## config.mk

```make
export PLATFORM = sky130hd
export DESIGN_NAME = nco_sweep_ctrl_flat
export DESIGN_NICKNAME = d
export VERILOG_FILES = /design/src/rtl/nco_sweep_ctrl_if.sv /design/src/rtl/nco_sweep_ctrl.sv /design/src/flat_wrapper.sv
export SDC_FILE = /design/constraint.sdc
export NUM_CORES = 1
export LEC_CHECK = 0
export ABC_AREA = 1
export ABC_CLOCK_PERIOD_IN_PS = 2000
export CAP_MARGIN = 20
export CORE_AREA = 2 2 159 161
export CTS_CLUSTER_DIAMETER = 60
export CTS_CLUSTER_SIZE = 8
export DETAILED_ROUTE_END_ITERATION = 16
export DIE_AREA = 0 0 161 163
export SETUP_SLACK_MARGIN = 0.05
export SLEW_MARGIN = 20
export SYNTH_ARGS = -nofsm -noshare
export SYNTH_HDL_FRONTEND = slang
export SYNTH_SLANG_ARGS = --single-unit
```

## constraint.sdc

```tcl
create_clock -name clk -period 2 [get_ports clk]
set_clock_uncertainty 0.1 [all_clocks]
set_input_delay 0.3 -clock clk [delete_from_list [all_inputs] [get_ports clk]]
set_output_delay 0.3 -clock clk [all_outputs]
set_load 0.1 [all_outputs]
```

## src/rtl/nco_sweep_ctrl_if.sv

```systemverilog
// Bundle of control, configuration, status and NCO-side signals of the
// frequency-sweep sequencer. The master side is the acquisition control
// logic that requests sweeps and returns NCO out_valid; the slave side is
// the sequencer itself.
interface nco_sweep_ctrl_if #(
    parameter int unsigned PHI_W = 32,
    parameter int unsigned CNT_W = 16
);
    logic             start;
    logic             abort;
    logic [PHI_W-1:0] phi_start_i;
    logic [PHI_W-1:0] phi_step_i;
    logic [CNT_W-1:0] num_steps_i;
    logic [CNT_W-1:0] dwell_i;
    logic             nco_valid_i;
    logic [PHI_W-1:0] phi_inc_o;
    logic             nco_clken_o;
    logic             nco_reset_n_o;
    logic             sample_en_o;
    logic [CNT_W-1:0] step_idx_o;
    logic             busy_o;
    logic             done_o;
    logic             err_o;

    modport master (
        output start, abort, phi_start_i, phi_step_i, num_steps_i, dwell_i,
               nco_valid_i,
        input  phi_inc_o, nco_clken_o, nco_reset_n_o, sample_en_o,
               step_idx_o, busy_o, done_o, err_o
    );

    modport slave (
        input  start, abort, phi_start_i, phi_step_i, num_steps_i, dwell_i,
               nco_valid_i,
        output phi_inc_o, nco_clken_o, nco_reset_n_o, sample_en_o,
               step_idx_o, busy_o, done_o, err_o
    );
endinterface

```

## src/rtl/nco_sweep_ctrl.sv

```systemverilog
// Frequency-sweep sequencer for the acquisition NCO. Steps the NCO phase
// increment through a programmed list, discards a settling window of valid
// samples after each change and then flags a fixed number of samples for
// capture. All outputs are registered.
module nco_sweep_ctrl #(
    parameter int unsigned PHI_W    = 32,
    parameter int unsigned CNT_W    = 16,
    parameter int unsigned SETTLE   = 8,
    parameter int unsigned MAX_WAIT = 64
) (
    input  logic            clk,
    input  logic            reset_n,
    nco_sweep_ctrl_if.slave bus
);
    localparam logic [2:0] S_IDLE       = 3'd0;
    localparam logic [2:0] S_NCO_RST    = 3'd1;
    localparam logic [2:0] S_WAIT_VALID = 3'd2;
    localparam logic [2:0] S_SETTLE     = 3'd3;
    localparam logic [2:0] S_DWELL      = 3'd4;
    localparam logic [2:0] S_STEP       = 3'd5;
    localparam logic [2:0] S_DONE       = 3'd6;

    // With no settling window an increment change leads straight to capture.
    localparam logic [2:0] S_AFTER_CHANGE = (SETTLE == 0) ? S_DWELL : S_SETTLE;

    localparam int unsigned WAIT_W = (MAX_WAIT > 1) ? $clog2(MAX_WAIT) : 1;
    localparam int unsigned SET_W  = (SETTLE > 1) ? $clog2(SETTLE) : 1;
    localparam logic [WAIT_W-1:0] WAIT_LAST   = WAIT_W'((MAX_WAIT == 0) ? 0 : MAX_WAIT - 1);
    localparam logic [SET_W-1:0]  SETTLE_LAST = SET_W'((SETTLE == 0) ? 0 : SETTLE - 1);

    logic [2:0]        r_state;
    logic              r_rst_cnt;
    logic [WAIT_W-1:0] r_wait_cnt;
    logic [SET_W-1:0]  r_settle_cnt;
    logic [CNT_W-1:0]  r_dwell_cnt;
    logic [PHI_W-1:0]  r_phi;
    logic [PHI_W-1:0]  r_phi_step;
    logic [CNT_W-1:0]  r_num_steps;
    logic [CNT_W-1:0]  r_dwell;
    logic [CNT_W-1:0]  r_step_idx;
    logic              r_clken;
    logic              r_nco_rst_n;
    logic              r_sample_en;
    logic              r_busy;
    logic              r_done;
    logic              r_err;

    logic [CNT_W-1:0]  w_num_eff;
    logic [CNT_W-1:0]  w_dwell_eff;
    logic              w_last_step;
    logic              w_dwell_last;

    // Zero-to-one substitution of the request and end-of-window detection.
    always_comb begin
        w_num_eff    = (bus.num_steps_i == '0) ? CNT_W'(1) : bus.num_steps_i;
        w_dwell_eff  = (bus.dwell_i == '0) ? CNT_W'(1) : bus.dwell_i;
        w_last_step  = (r_step_idx == (r_num_steps - CNT_W'(1)));
        w_dwell_last = (r_dwell_cnt == (r_dwell - CNT_W'(1)));
    end

    // Sweep sequencer: state, counters and every registered output.
    always_ff @(posedge clk) begin
        if (!reset_n) begin
            r_state      <= S_IDLE;
            r_rst_cnt    <= 1'b0;
            r_wait_cnt   <= '0;
            r_settle_cnt <= '0;
            r_dwell_cnt  <= '0;
            r_phi        <= '0;
            r_phi_step   <= '0;
            r_num_steps  <= '0;
            r_dwell      <= '0;
            r_step_idx   <= '0;
            r_clken      <= 1'b0;
            r_nco_rst_n  <= 1'b0;
            r_sample_en  <= 1'b0;
            r_busy       <= 1'b0;
            r_done       <= 1'b0;
            r_err        <= 1'b0;
        end else begin
            r_err <= 1'b0;
            if (r_state != S_DONE) begin
                r_done <= 1'b0;
            end
            if (bus.abort) begin
                r_state     <= S_IDLE;
                r_busy      <= 1'b0;
                r_clken     <= 1'b0;
                r_nco_rst_n <= 1'b0;
                r_sample_en <= 1'b0;
                r_done      <= 1'b0;
            end else begin
                case (r_state)
                    S_IDLE: begin
                        if (bus.start) begin
                            r_phi       <= bus.phi_start_i;
                            r_phi_step  <= bus.phi_step_i;
                            r_num_steps <= w_num_eff;
                            r_dwell     <= w_dwell_eff;
                            r_step_idx  <= '0;
                            r_rst_cnt   <= 1'b0;
                            r_busy      <= 1'b1;
                            r_state     <= S_NCO_RST;
                        end
                    end
                    S_NCO_RST: begin
                        if (r_rst_cnt) begin
                            r_nco_rst_n <= 1'b1;
                            r_clken     <= 1'b1;
                            r_wait_cnt  <= '0;
                            r_state     <= S_WAIT_VALID;
                        end else begin
                            r_rst_cnt <= 1'b1;
                        end
                    end
                    S_WAIT_VALID: begin
                        if (bus.nco_valid_i) begin
                            r_settle_cnt <= '0;
                            r_dwell_cnt  <= '0;
                            r_state      <= S_AFTER_CHANGE;
                        end else if (r_wait_cnt == WAIT_LAST) begin
                            r_err       <= 1'b1;
                            r_busy      <= 1'b0;
                            r_clken     <= 1'b0;
                            r_nco_rst_n <= 1'b0;
                            r_state     <= S_IDLE;
                        end else begin
                            r_wait_cnt <= r_wait_cnt + WAIT_W'(1);
                        end
                    end
                    S_SETTLE: begin
                        if (bus.nco_valid_i) begin
                            if (r_settle_cnt == SETTLE_LAST) begin
                                r_dwell_cnt <= '0;
                                r_state     <= S_DWELL;
                            end else begin
                                r_settle_cnt <= r_settle_cnt + SET_W'(1);
                            end
                        end
                    end
                    S_DWELL: begin
                        r_sample_en <= bus.nco_valid_i;
                        if (bus.nco_valid_i) begin
                            if (w_dwell_last) begin
                                if (w_last_step) begin
                                    r_clken     <= 1'b0;
                                    r_nco_rst_n <= 1'b0;
                                    r_state     <= S_DONE;
                                end else begin
                                    r_state <= S_STEP;
                                end
                            end else begin
                                r_dwell_cnt <= r_dwell_cnt + CNT_W'(1);
                            end
                        end
                    end
                    S_STEP: begin
                        r_sample_en  <= 1'b0;
                        r_phi        <= r_phi + r_phi_step;
                        r_step_idx   <= r_step_idx + CNT_W'(1);
                        r_settle_cnt <= '0;
                        r_dwell_cnt  <= '0;
                        r_state      <= S_AFTER_CHANGE;
                    end
                    S_DONE: begin
                        // DONE spans two cycles: the first lets the last
                        // sample_en drain, the second carries the done pulse
                        // while busy is still high.
                        r_sample_en <= 1'b0;
                        if (!r_done) begin
                            r_done <= 1'b1;
                        end else begin
                            r_done  <= 1'b0;
                            r_busy  <= 1'b0;
                            r_state <= S_IDLE;
                        end
                    end
                    default: begin
                        r_busy      <= 1'b0;
                        r_clken     <= 1'b0;
                        r_nco_rst_n <= 1'b0;
                        r_sample_en <= 1'b0;
                        r_state     <= S_IDLE;
                    end
                endcase
            end
        end
    end

    assign bus.phi_inc_o     = r_phi;
    assign bus.nco_clken_o   = r_clken;
    assign bus.nco_reset_n_o = r_nco_rst_n;
    assign bus.sample_en_o   = r_sample_en;
    assign bus.step_idx_o    = r_step_idx;
    assign bus.busy_o        = r_busy;
    assign bus.done_o        = r_done;
    assign bus.err_o         = r_err;
endmodule
```

## src/flat_wrapper.sv

```systemverilog
// flat-port wrapper written by rule: the top's interface ports become plain ports
module nco_sweep_ctrl_flat 
#(
    parameter int unsigned PHI_W    = 32,
    parameter int unsigned CNT_W    = 16,
    parameter int unsigned SETTLE   = 8,
    parameter int unsigned MAX_WAIT = 64
)
  (clk, reset_n, bus_start, bus_abort, bus_phi_start_i, bus_phi_step_i, bus_num_steps_i, bus_dwell_i, bus_nco_valid_i, bus_phi_inc_o, bus_nco_clken_o, bus_nco_reset_n_o, bus_sample_en_o, bus_step_idx_o, bus_busy_o, bus_done_o, bus_err_o);
  nco_sweep_ctrl_if #(.PHI_W(PHI_W), .CNT_W(CNT_W)) bus_i ();
  input  logic clk;
  input  logic reset_n;
  input wire logic [$bits(bus_i.start)-1:0] bus_start;
  input wire logic [$bits(bus_i.abort)-1:0] bus_abort;
  input wire logic [$bits(bus_i.phi_start_i)-1:0] bus_phi_start_i;
  input wire logic [$bits(bus_i.phi_step_i)-1:0] bus_phi_step_i;
  input wire logic [$bits(bus_i.num_steps_i)-1:0] bus_num_steps_i;
  input wire logic [$bits(bus_i.dwell_i)-1:0] bus_dwell_i;
  input wire logic [$bits(bus_i.nco_valid_i)-1:0] bus_nco_valid_i;
  output wire logic [$bits(bus_i.phi_inc_o)-1:0] bus_phi_inc_o;
  output wire logic [$bits(bus_i.nco_clken_o)-1:0] bus_nco_clken_o;
  output wire logic [$bits(bus_i.nco_reset_n_o)-1:0] bus_nco_reset_n_o;
  output wire logic [$bits(bus_i.sample_en_o)-1:0] bus_sample_en_o;
  output wire logic [$bits(bus_i.step_idx_o)-1:0] bus_step_idx_o;
  output wire logic [$bits(bus_i.busy_o)-1:0] bus_busy_o;
  output wire logic [$bits(bus_i.done_o)-1:0] bus_done_o;
  output wire logic [$bits(bus_i.err_o)-1:0] bus_err_o;
  assign bus_i.start = bus_start;
  assign bus_i.abort = bus_abort;
  assign bus_i.phi_start_i = bus_phi_start_i;
  assign bus_i.phi_step_i = bus_phi_step_i;
  assign bus_i.num_steps_i = bus_num_steps_i;
  assign bus_i.dwell_i = bus_dwell_i;
  assign bus_i.nco_valid_i = bus_nco_valid_i;
  assign bus_phi_inc_o = bus_i.phi_inc_o;
  assign bus_nco_clken_o = bus_i.nco_clken_o;
  assign bus_nco_reset_n_o = bus_i.nco_reset_n_o;
  assign bus_sample_en_o = bus_i.sample_en_o;
  assign bus_step_idx_o = bus_i.step_idx_o;
  assign bus_busy_o = bus_i.busy_o;
  assign bus_done_o = bus_i.done_o;
  assign bus_err_o = bus_i.err_o;
  nco_sweep_ctrl #(.PHI_W(PHI_W), .CNT_W(CNT_W), .SETTLE(SETTLE), .MAX_WAIT(MAX_WAIT)) u_core (.clk(clk), .reset_n(reset_n), .bus(bus_i));
endmodule
```

Yosys cells after proc, flatten, opt, wreduce, memory -nomap -nowiden
Cells that the tools add are included.
{"block": "word_totals", "elab_cells": 124, "out_inout_bits": 54, "register_bits": 146}
{"block": "op_classes", "bitwise_logic": 5, "reduce_logical": 23, "mux": 48, "n_eq_ne": 26, "addsub": 7}
{"cell": "$mux 16", "count": 8}
{"cell": "$pmux 16 s4", "count": 1}
{"cell": "$pmux 32 s2", "count": 1}
{"cell": "$mux 3", "count": 12}
{"cell": "$add 16x1->16 const B", "count": 2}
{"cell": "$add 32x32->32", "count": 1}
{"cell": "$eq 16x16->1", "count": 2}
{"cell": "$logic_not 16->1", "count": 2}
{"cell": "$mux 32", "count": 1}
{"cell": "$pmux 16 s2", "count": 1}
{"cell": "$sub 16x1->16 const B", "count": 2}
{"cell": "$pmux 3 s7", "count": 1}
{"cell": "$mux 6", "count": 3}
{"cell": "$ne 2x2->1 const B", "count": 8}
{"cell": "$reduce_or 4->1", "count": 4}
{"cell": "$reduce_and 5->1", "count": 3}
{"cell": "$reduce_and 7->1", "count": 2}
{"cell": "$mux 1", "count": 13}
{"cell": "$eq 3x3->1 const B", "count": 4}
{"cell": "$ne 2x1->1 const B", "count": 6}
{"cell": "$pmux 6 s2", "count": 1}
{"cell": "$pmux 3 s3", "count": 1}
{"cell": "$reduce_and 3->1", "count": 3}
{"cell": "$pmux 1 s4", "count": 2}
{"cell": "16 further kinds", "count": 25}

Depth between registers and ports, before layout
{"block": "logic_depth", "depth_word": 6, "depth_mapped": 16, "mapped_depth_nobuf": 16}

Least setup slack after synthesis
OpenSTA, ideal clock, no wires.
{"block": "synth_path", "path_kind": "register -> register", "start": "register u_core.r_phi[0], in the netlist u_core.bus.phi_inc_o[0]", "end": "register u_core.r_phi[30], in the netlist u_core.bus.phi_inc_o[30]", "setup_slack_ps": -907, "n_path_buf": 0, "setup_ps": 132, "stages_incl_launch_ff": 12, "arrival_time_ps": 2674, "synth_period_minus_slack_ps": 2907, "path_cell_list": "dfxtp_1 ha_1 inv_1 fa_1 nor3_1 nor2_1 o21ai_0 nand3b_1 nand2_1 nor2_1 o21ai_0 a21oi_1"}
{"block": "synth_between", "elab_chain_cells": 2}
{"element": "from (decl)", "line": "nco_sweep_ctrl.sv:36", "rtl": "logic [PHI_W-1:0] r_phi;"}
{"element": "from (signal assigned)", "line": "nco_sweep_ctrl.sv:96", "rtl": "r_phi <= bus.phi_start_i;"}
{"element": "from (signal assigned)", "line": "nco_sweep_ctrl.sv:159", "rtl": "r_phi <= r_phi + r_phi_step;"}
{"element": "$add 32x32->32", "line": "nco_sweep_ctrl.sv:159"}
{"element": "$pmux 32 s2", "line": "nco_sweep_ctrl.sv:93", "rtl": "case (r_state)"}
No other way between the ends.
A chain may end at the register's enable or synchronous reset.

Worst setup path in the final report
{"block": "layout_path", "start": "register u_core.r_phi_step[11]", "end": "register u_core.r_phi[16], in the netlist u_core.bus.phi_inc_o[16]"}
{"block": "layout_between", "elab_chain_cells": 2}
{"element": "from (decl)", "line": "nco_sweep_ctrl.sv:37", "rtl": "logic [PHI_W-1:0] r_phi_step;"}
{"element": "from (signal assigned)", "line": "nco_sweep_ctrl.sv:97", "rtl": "r_phi_step <= bus.phi_step_i;"}
{"element": "$add 32x32->32", "line": "nco_sweep_ctrl.sv:159"}
{"element": "$pmux 32 s2", "line": "nco_sweep_ctrl.sv:93"}
No other way between the ends.

==> results.py <==
metrics = {
    "power": {
        "peakVddDrop_uv": 418.7,
        "power.leakage_nw": 6.721,
        "power_frac_seq": 0.337,
        "power.switching_mw": 3.198,
        "power_density_nw_per_um2": 601.2,
        "internal-power_mw": 6.225,
        "switching_share": 0.3394,
        "pwr-share-clk": 0.361,
        "comb_power_share": 0.302,
    },
    "critical_path": {
        "critical_path.endpoint_type": "flop",
        "reg2regPathDepth": 10,
        "startpoint": "u_core.r_phi_step[11]$_SDFFE_PN0P_",
        "cp-start-kind": "flop",
        "cp.required_ns": 2.26,
        "rrSetupSlack_ns": -0.17,
        "setup.worst_path.class": "flop to flop",
        "rr_startpoint": "u_core.r_phi_step[11]$_SDFFE_PN0P_",
        "crit_fanout": 4,
        "arrival_ns": 2.43,
        "crit_end": "u_core.bus.phi_inc_o[16]$_SDFFE_PN0P_",
        "reg2reg_to": "u_core.bus.phi_inc_o[16]$_SDFFE_PN0P_",
    },
    "clock_network": {
        "path_clk_slew_ns": 0.07,
        "cts_tree": "built",
        "cts_buffer_depth": 2,
        "cts_root_buf": "clkbuf_16",
        "h-tree-depth": 4,
        "cts_made_buffers": 17,
        "clk_latency_ns": 0.44,
        "cts.sinks": 146,
    },
    "synthesis": {
        "synthArstFlopShare": 0,
        "ys_types": 56,
        "synth-seq-area-share": 0.3018,
        "avgSynthCellArea_sq_um": 6.641,
        "synthFlopType": "dfxtp_1",
        "synthesis.nets": 1601,
        "synth_edf_count": 0,
        "synth-seq-cells": 146,
        "ys_warn_count": 0,
        "netlist_area_sq_um": 9683,
        "synth_cells": 1458,
    },
    "outcome": {
        "outcome": "complete, but fails checks",
        "violations": "negative setup slack",
    },
    "die": {
        "die_h_um": 163,
        "fp.dieW_um": 161,
        "io_pins": 155,
        "core_sq_um": 24670,
        "fp-row-count": 58,
        "dieArea_sq_um": 26240,
        "initial_utilization": 0.3924,
    },
    "timing": {
        "fin_crit_sh": 1.084,
        "setup_violations": 34,
        "slew_viol_final": 0,
        "grt_setup_unrepaired": "yes",
        "max_freq_ghz": 0.4611,
        "tightest_slew_ns": 0.4795,
        "hold_viol": 0,
        "relSlewSlack": 0.6774,
        "period_needed_ns": 2.169,
        "fin_tns_setup_ns": -3.626,
        "layout_setup_ws_ns": -0.1687,
    },
    "place": {
        "port-buffer-count": 154,
        "pre_cts_slack_ns": -0.3495,
        "gp_routability_congestion": 0.9404,
        "place_hpwl_um": 25650,
    },
    "route": {
        "drt_first_pass_iters": 5,
        "wl_um": 35810,
        "dr_total_vias": 11400,
        "avgRoutedWirePerCell_um": 16.43,
        "drtAntennaViolNets": 0,
        "viasPerCell": 5.228,
        "drc": 0,
        "drt_iter0_drc": 687,
    },
    "global_routing": {
        "track_usage": 0.2605,
        "grt_start_max_net_pins": 65,
        "grt_pass1_vias": 10930,
        "antenna_found_initial": 0,
        "grt_pass1_wl_um": 54940,
        "grt_overflow_total": 0,
    },
    "job": {
        "max_cap_violations": 0,
    },
    "finish": {
        "finalCoreUtilization": 0.6352,
        "insertedDiodeCount": 0,
        "drive_above_1_share": 0.3930,
        "fillerInstances": 2176,
        "layout.cells.most_common": "buf_4",
        "layout_common_cells": "274 x buf_4, 233 x nand2_1, 160 x nor2_1, 122 x inv_1, 99 x clkdlybuf4s50_1",
        "fin_nets": 1980,
        "area_growth_pct": 61.87,
    },
    "worst_hold_path": {
        "hold_class": "input pin to flop",
    },
}
==> area by class of cell <==
| class | count | area, sq um | share of cell area |
|---|---|---|---|
| clock inverters | 12 | 141.4 | 0.009021 |
| clock buffers | 20 | 467.9 | 0.02986 |
| multi-input cells | 1120 | 7510 | 0.4791 |
| flip-flops and latches | 146 | 3110 | 0.1985 |
| well taps | 330 | 412.9 | 0.02634 |
| repair buffers | 404 | 3466 | 0.2211 |
| inverters | 148 | 565.5 | 0.03608 |
==> power groups by stage <==
stage                     registers [mW]  logic, mW  clock network, mW
after floorplan                     3.55       1.15                  0
after global placement              3.22       2.39                  0
after detailed placement            3.22       2.40                  0
after CTS                           3.16       2.63               3.44
after global routing                3.19       3.08               3.59
final                               3.17       2.85               3.40
==> worst min-delay path by stage <==
stage / startpoint / to / slack, ns / cells after the start
after floorplan: u_core.r_wait_cnt[5]$_SDFFE_PN0P_ / u_core.r_wait_cnt[5]$_SDFFE_PN0P_ / 0.33 / 1
final: reset_n / u_core.r_dwell_cnt[0]$_SDFFE_PN0P_ / 0.22 / 4
after detailed placement: u_core.r_wait_cnt[5]$_SDFFE_PN0P_ / u_core.r_wait_cnt[5]$_SDFFE_PN0P_ / 0.36 / 1
after CTS: reset_n / u_core.bus.phi_inc_o[17]$_SDFFE_PN0P_ / 0.22 / 3
after global routing: reset_n / u_core.bus.step_idx_o[1]$_SDFFE_PN0P_ / 0.24 / 3
after global placement: u_core.r_wait_cnt[5]$_SDFFE_PN0P_ / u_core.r_wait_cnt[5]$_SDFFE_PN0P_ / 0.35 / 1
==> flip-flops by register name, indices dropped and copies added (netlist names), 6 cells and up <==
signal and flops:
u_core.r_dwell 16, u_core.bus.step_idx_o 16, u_core.r_wait_cnt 6, u_core.r_phi_step 32, u_core.bus.phi_inc_o 32, u_core.r_dwell_cnt 16, u_core.r_num_steps 16
==> metrics by stage <==
step,cell area [sq um],hold slack [ns],cells,power (mW)
floorplan,10210,0.3281,1458,4.702
global placement,13390,0.3484,2098,5.608
detailed placement,13390,0.3563,2098,5.624
CTS,14760,0.2152,2156,9.237
global route,15670,0.2370,2180,9.855
finish,15670,0.2241,2180,9.422
==> per-layer routing <==
| metal | GRT usage | vias up | wire (um) |
|---|---|---|---|
| met5 | 0 | - | 0 |
| li1 | - | 5649 | - |
| met3 | 0.03030 | 63 | 1375 |
| met1 | 0.3222 | 5381 | 15550 |
| met2 | 0.4725 | 304 | 18000 |
| met4 | 0.08239 | 0 | 886 |
==> critical path, cell delays in order (launching register included) <==
cell and delay (ns):
dfxtp_1 0.34, ha_4 0.32, nand2_1 0.17, nor2_1 0.31, nand2_1 0.14, nand3_4 0.15, nand2_1 0.06, nand2_1 0.07
xor2_1 0.20, o21ai_1 0.09, a21oi_1 0.12
==> kinds of logic (layout without fill, tap and decap cells) <==
family / Yosys count / in the layout / share of synthesized area
flops: 146 / 146 / 0.3018
simple gates: 705 / 706 / 0.3299
buf+inv: 193 / 584 / 0.07804
xor+xnor: 64 / 64 / 0.05866
compound gates: 308 / 308 / 0.1765
fa+ha+maj: 42 / 42 / 0.05505
==> synthesized netlist by cell type (2+ instances only) <==
master	instances	share of area
a211oi_1	4	0.0031
a21o_1	7	0.0054
a21oi_1	123	0.064
a21oi_2	10	0.0090
a31oi_1	5	0.0032
a32o_1	3	0.0031
and3_1	2	0.0013
buf_1	7	0.0027
buf_2	5	0.0026
buf_4	2	0.0016
clkbuf_1	29	0.011
dfxtp_1	146	0.30
ha_1	41	0.053
inv_1	137	0.053
inv_2	10	0.0039
nand2_1	273	0.11
nand2_2	8	0.0052
nand3_1	97	0.050
nand3_2	11	0.011
nand3b_1	6	0.0047
nand4_1	34	0.022
nand4_2	2	0.0026
nor2_1	203	0.079
nor2_2	9	0.0058
nor2_4	6	0.0070
nor3_1	31	0.016
nor3_2	3	0.0031
nor4_1	9	0.0058
o211ai_1	2	0.0016
o21a_1	2	0.0016
o21ai_0	118	0.061
o21ai_1	4	0.0021
o21ai_2	2	0.0018
o21bai_1	6	0.0047
o22ai_1	15	0.0097
or2_2	5	0.0032
xnor2_1	17	0.015
xor2_1	46	0.042
==> timing repair <==
item	4_1_cts	5_1_grt
resized for setup	149	183
pin swaps	77	132
setup buffers	26	29
hold buffers	0	0
cloned	1	1
setup endpoints to repair	47	74
Power figures use the tool's default switching activity.
